### src/rtl/sync_fifo_param.sv
// Single-clock FIFO with parametrised width/depth, occupancy count, programmable
// almost flags, sticky error flags and optional first-word-fall-through read port.
module sync_fifo_param #(
   parameter int unsigned WIDTH    = 8,
   parameter int unsigned DEPTH    = 16,
   parameter int unsigned AF_LEVEL = DEPTH - 2,
   parameter int unsigned AE_LEVEL = 2,
   parameter bit          FWFT     = 1'b0
) (
   input  logic                       clock,
   input  logic                       rst,
   input  logic                       wr,
   input  logic [WIDTH-1:0]           data_in,
   input  logic                       rd,
   output logic [WIDTH-1:0]           data_out,
   output logic                       full,
   output logic                       empty,
   output logic                       almost_full,
   output logic                       almost_empty,
   output logic [$clog2(DEPTH):0]     count,
   output logic                       overflow,
   output logic                       underflow
);

   localparam int unsigned AW = $clog2(DEPTH);
   localparam int unsigned CW = AW + 1;

   localparam logic [CW-1:0] FullCount = CW'(DEPTH);
   localparam logic [CW-1:0] AfLevel   = CW'(AF_LEVEL);
   localparam logic [CW-1:0] AeLevel   = CW'(AE_LEVEL);

   logic [WIDTH-1:0] mem [DEPTH];

   logic [AW-1:0] wr_ptr_q, wr_ptr_d;
   logic [AW-1:0] rd_ptr_q, rd_ptr_d;
   logic [CW-1:0] count_q, count_d;
   logic          overflow_q, overflow_d;
   logic          underflow_q, underflow_d;
   logic          rd_ok, wr_ok;

   // Flags decode only from the registered count: no rd/wr to flag paths.
   assign full         = (count_q == FullCount);
   assign empty        = (count_q == '0);
   assign almost_full  = (count_q >= AfLevel);
   assign almost_empty = (count_q <= AeLevel);
   assign count        = count_q;
   assign overflow     = overflow_q;
   assign underflow    = underflow_q;

   // A write into a full FIFO is accepted only when a read frees a slot the same edge.
   assign rd_ok = rd & ~empty;
   assign wr_ok = wr & (~full | rd_ok);

   always_comb begin
      wr_ptr_d    = wr_ptr_q;
      rd_ptr_d    = rd_ptr_q;
      count_d     = count_q;
      overflow_d  = overflow_q | (wr & ~wr_ok);
      underflow_d = underflow_q | (rd & empty);
      if (wr_ok) begin
         wr_ptr_d = wr_ptr_q + AW'(1);
      end
      if (rd_ok) begin
         rd_ptr_d = rd_ptr_q + AW'(1);
      end
      if (wr_ok && !rd_ok) begin
         count_d = count_q + CW'(1);
      end else if (rd_ok && !wr_ok) begin
         count_d = count_q - CW'(1);
      end
   end

   always_ff @(posedge clock) begin
      if (rst) begin
         wr_ptr_q    <= '0;
         rd_ptr_q    <= '0;
         count_q     <= '0;
         overflow_q  <= 1'b0;
         underflow_q <= 1'b0;
      end else begin
         wr_ptr_q    <= wr_ptr_d;
         rd_ptr_q    <= rd_ptr_d;
         count_q     <= count_d;
         overflow_q  <= overflow_d;
         underflow_q <= underflow_d;
      end
   end

   // Storage carries no reset; stale entries are unreachable once pointers clear.
   always_ff @(posedge clock) begin
      if (!rst && wr_ok) begin
         mem[wr_ptr_q] <= data_in;
      end
   end

   if (FWFT) begin : g_fwft
      always_comb begin
         data_out = '0;
         if (!empty) begin
            data_out = mem[rd_ptr_q];
         end
      end
   end else begin : g_registered
      logic [WIDTH-1:0] data_out_q;

      always_ff @(posedge clock) begin
         if (rst) begin
            data_out_q <= '0;
         end else if (rd_ok) begin
            data_out_q <= mem[rd_ptr_q];
         end
      end

      assign data_out = data_out_q;
   end

endmodule

### config.mk
export PLATFORM = sky130hd
export DESIGN_NAME = sync_fifo_param
export DESIGN_NICKNAME = d
export VERILOG_FILES = /design/src/rtl/sync_fifo_param.sv
export SDC_FILE = /design/constraint.sdc
export NUM_CORES = 1
export LEC_CHECK = 0
export ABC_CLOCK_PERIOD_IN_PS = 2900
export BUFFER_PORTS_ARGS = -buffer_cell sky130_fd_sc_hd__buf_4
export CORE_ASPECT_RATIO = 1.2
export CORE_MARGIN = 5
export CORE_UTILIZATION = 57
export CTS_BUF_LIST = sky130_fd_sc_hd__clkbuf_8
export DETAILED_ROUTE_END_ITERATION = 7
export MAX_ROUTING_LAYER = met4
export PLACE_DENSITY = 0.75
export SETUP_SLACK_MARGIN = 0.02
export SKIP_LAST_GASP = 1
export SLEW_MARGIN = 10
export SYNTH_ARGS = -nofsm -noshare
export SYNTH_HDL_FRONTEND = slang
export SYNTH_SLANG_ARGS = --single-unit
### constraint.sdc
create_clock -name clock -period 2.9 [get_ports clock]
set_input_delay 0.29 -clock clock [delete_from_list [all_inputs] [get_ports clock]]
set_output_delay 0.29 -clock clock [all_outputs]
set_load 0.05 [all_outputs]
==> impl_metrics.json <==
{
  "postCtsSetupRepairBufs": 0,
  "synth-seq-area-share_pct": 71.1,
  "drt_iter0_drc": 215,
  "period_minus_slack_ns": 2.78,
  "row_count": 41,
  "portBuffers": 30,
  "cts_resized": 0,
  "power_density_mw_per_mm2": 808,
  "grt_pass1_wl_um": 18500,
  "syn_area_per_cell_um2": 16.4,
  "cts_tree": "done",
  "peakVddDrop_uv": 375,
  "finalHoldViolCount": 0,
  "final_cell_mix": "edfxtp_1 (128), buf_4 (46), nor2_1 (45)",
  "cts_made_buffers": 17,
  "met1Wirelength_um": 4900,
  "place.gp.congestion": 0.841,
  "layout_commonest_cell": "edfxtp_1",
  "switching_share_pct": 32.6,
  "grt_max_degree": 51,
  "worstSetupEndpointType": "register",
  "start_util_pct": 57.9,
  "min_path_type": "in2reg",
  "dp_hpwl_um": 7610,
  "root_buffer": "clkbuf_8",
  "yosysWarnings": 0,
  "num_vias": 3341,
  "yosys_register_bits": 151,
  "antenna_found_initial": 0,
  "drv_slew": 0,
  "clock_latency_ns": 0.44,
  "final_antenna_net_count": 0,
  "nets": 438,
  "p_leak_nw": 2.27,
  "n_antenna_cell": 0,
  "wl_met3_um": 765,
  "critPathRequiredTime_ns": 3.24,
  "drive_gt1_share_pct": 24.9,
  "synth_area_mm2": 0.00606,
  "tightestPinTransition_ns": 0.863,
  "synth_cell_types": 38,
  "die-area_mm2": 0.0128,
  "startpoint_type": "register",
  "io_pins": 31,
  "maxCapViolCount": 0,
  "grt-ovfl-total": 0,
  "crit_type": "reg2reg",
  "dr.pass1.iters": 5,
  "outcome": "finished clean",
  "cts_sinks": 151,
  "finalClockSkew_ns": 0.00872,
  "area_growth_pct": 13.3,
  "path_clk_slew_ns": 0.08,
  "avgRoutedWirePerCell_um": 21.4,
  "drcViolationCount": 0,
  "seq_power_share_pct": 46.4,
  "wl_met2_um": 6170,
  "cts_buffer_depth": 2,
  "routed_via_density": 5.99,
  "rsz0062_at_grt": "no",
  "htree_levels": 4,
  "postSynthCellCount": 369,
  "totalWireLength_um": 12000,
  "crit_arrival_ns": 3.12,
  "core_area_mm2": 0.0105,
  "path_max_fanout": 8,
  "hold_slack_ns": 0.117,
  "fp.dieW_um": 104,
  "fmaxAchievable_mhz": 359,
  "synth_fp_nets": 391,
  "grt_pass1_vias": 3362,
  "slew_headroom_pct": 42.3,
  "reg2reg_slack_ns": 0.12,
  "switchingPower_mw": 1.81,
  "period_share_pct": 96.0,
  "combPwrFrac_pct": 27.9,
  "setup_violations": 0,
  "cts_hold_buf": 0,
  "dr.max_layer_used": "met4",
  "clock_power_share_pct": 25.7,
  "fin_setup_tns_ns": 0,
  "die_height_um": 123,
  "internal-power_mw": 3.73,
  "track_usage_pct": 20.4
}
## sequential cells by signal, indices dropped and copies added, names as in the netlist
signal	flops
count	5
data_out	8
mem	128
overflow	1
rd_ptr_q	4
underflow	1
wr_ptr_q	4
## cells by family (layout without fill, tap and decap cells)
kind of cell	after synthesis	in the layout	share of synthesized area (%)
xor gates and xnor gates	9	9	1.30
buffers and inverters	24	84	2.38
AOI/OAI and AO/OA	40	40	4.77
muxes	52	52	11.9
and+or+nand+nor	83	83	6.38
DFF	151	151	71.1
adders and majority gates	10	10	2.19
## per-layer routing
layer | vias to the layer above | global-route usage, %
met3 | 11 | 6.63
met2 | 114 | 32.8
met1 | 1692 | 24.4
met4 | 0 | 7.21
li1 | 1524 | -
met5 | - | -
## power groups by stage
| stage | registers [mW] | logic [mW] | clock network [mW] |
|---|---|---|---|
| 6_report | 2.57 | 1.54 | 1.42 |
| 5_1_grt | 2.59 | 1.65 | 1.54 |
| 4_1_cts | 2.57 | 1.54 | 1.45 |
| 3_5_place_dp | 2.62 | 1.54 | 0 |
| 3_3_place_gp | 2.61 | 1.51 | 0 |
| 2_1_floorplan | 2.86 | 0.913 | 0 |
## synthesized netlist by cell type
cell type	instances	share of area [%]
o22ai_1	16	1.7
buf_2	3	0.25
o21a_4	1	0.25
edfxtp_1	128	63
nor2_1	45	2.8
buf_6	4	0.74
a22o_1	8	1.2
ha_1	9	1.9
nor4_1	8	0.83
xnor2_1	3	0.43
a21o_1	2	0.25
o211ai_1	3	0.37
and3_1	2	0.21
nand3b_1	3	0.37
inv_1	4	0.25
dfxtp_1	23	7.6
clkbuf_1	4	0.25
or4_1	1	0.12
o21a_1	1	0.12
nand2_1	7	0.43
xor2_1	6	0.87
fa_1	1	0.33
nand3_1	2	0.17
buf_4	4	0.50
nand2b_1	1	0.10
o31ai_1	1	0.12
buf_1	4	0.25
o211ai_2	1	0.21
nor3_1	8	0.66
or3_1	2	0.21
clkinv_4	1	0.14
a21oi_1	6	0.50
mux2_2	1	0.19
a2111oi_0	1	0.14
or3b_2	2	0.29
nor2b_1	2	0.21
mux2i_1	35	5.8
mux4_2	16	5.9
## worst paths after layout
kind             from       end  depth (start not counted)
max          count[0]  count[4]                         10
min                wr  overflow                          3
max reg2reg  count[0]  count[4]                         10
min reg2reg  overflow  overflow                          2
## critical path, stage by stage, from the launching register on
cell      delay, ns
dfxtp_4        0.38
or4_4          0.60
o21a_4         0.24
clkinv_4       0.05
ha_4           0.14
inv_4          0.05
fa_2           0.36
a21o_1         0.18
a21oi_2        0.14
mux2i_1        0.20
mux2_2         0.34
## metrics by stage
stage	util (%)	instance area (µm²)	std cells	power [mW]	setup WS, ns
final	65.6	6860	558	5.54	0.116
after global routing	65.6	6860	558	5.77	0.0276
after CTS	65.5	6850	557	5.57	0.0973
after detailed placement	62.2	6510	525	4.16	0.107
after global placement	62.2	6510	525	4.12	0.146
after floorplan	-	6110	369	3.77	0.0358
## cell type report
cell class / count / area (µm²)
multi-input cells: 194 / 1650
well taps: 129 / 161
flip-flops and latches: 151 / 4320
fillers: 749 / 3600
clock inverters: 15 / 113
clock buffers: 17 / 234
inverters: 5 / 26.3
repair buffers: 47 / 365
(Power assumes the default switching activity.)
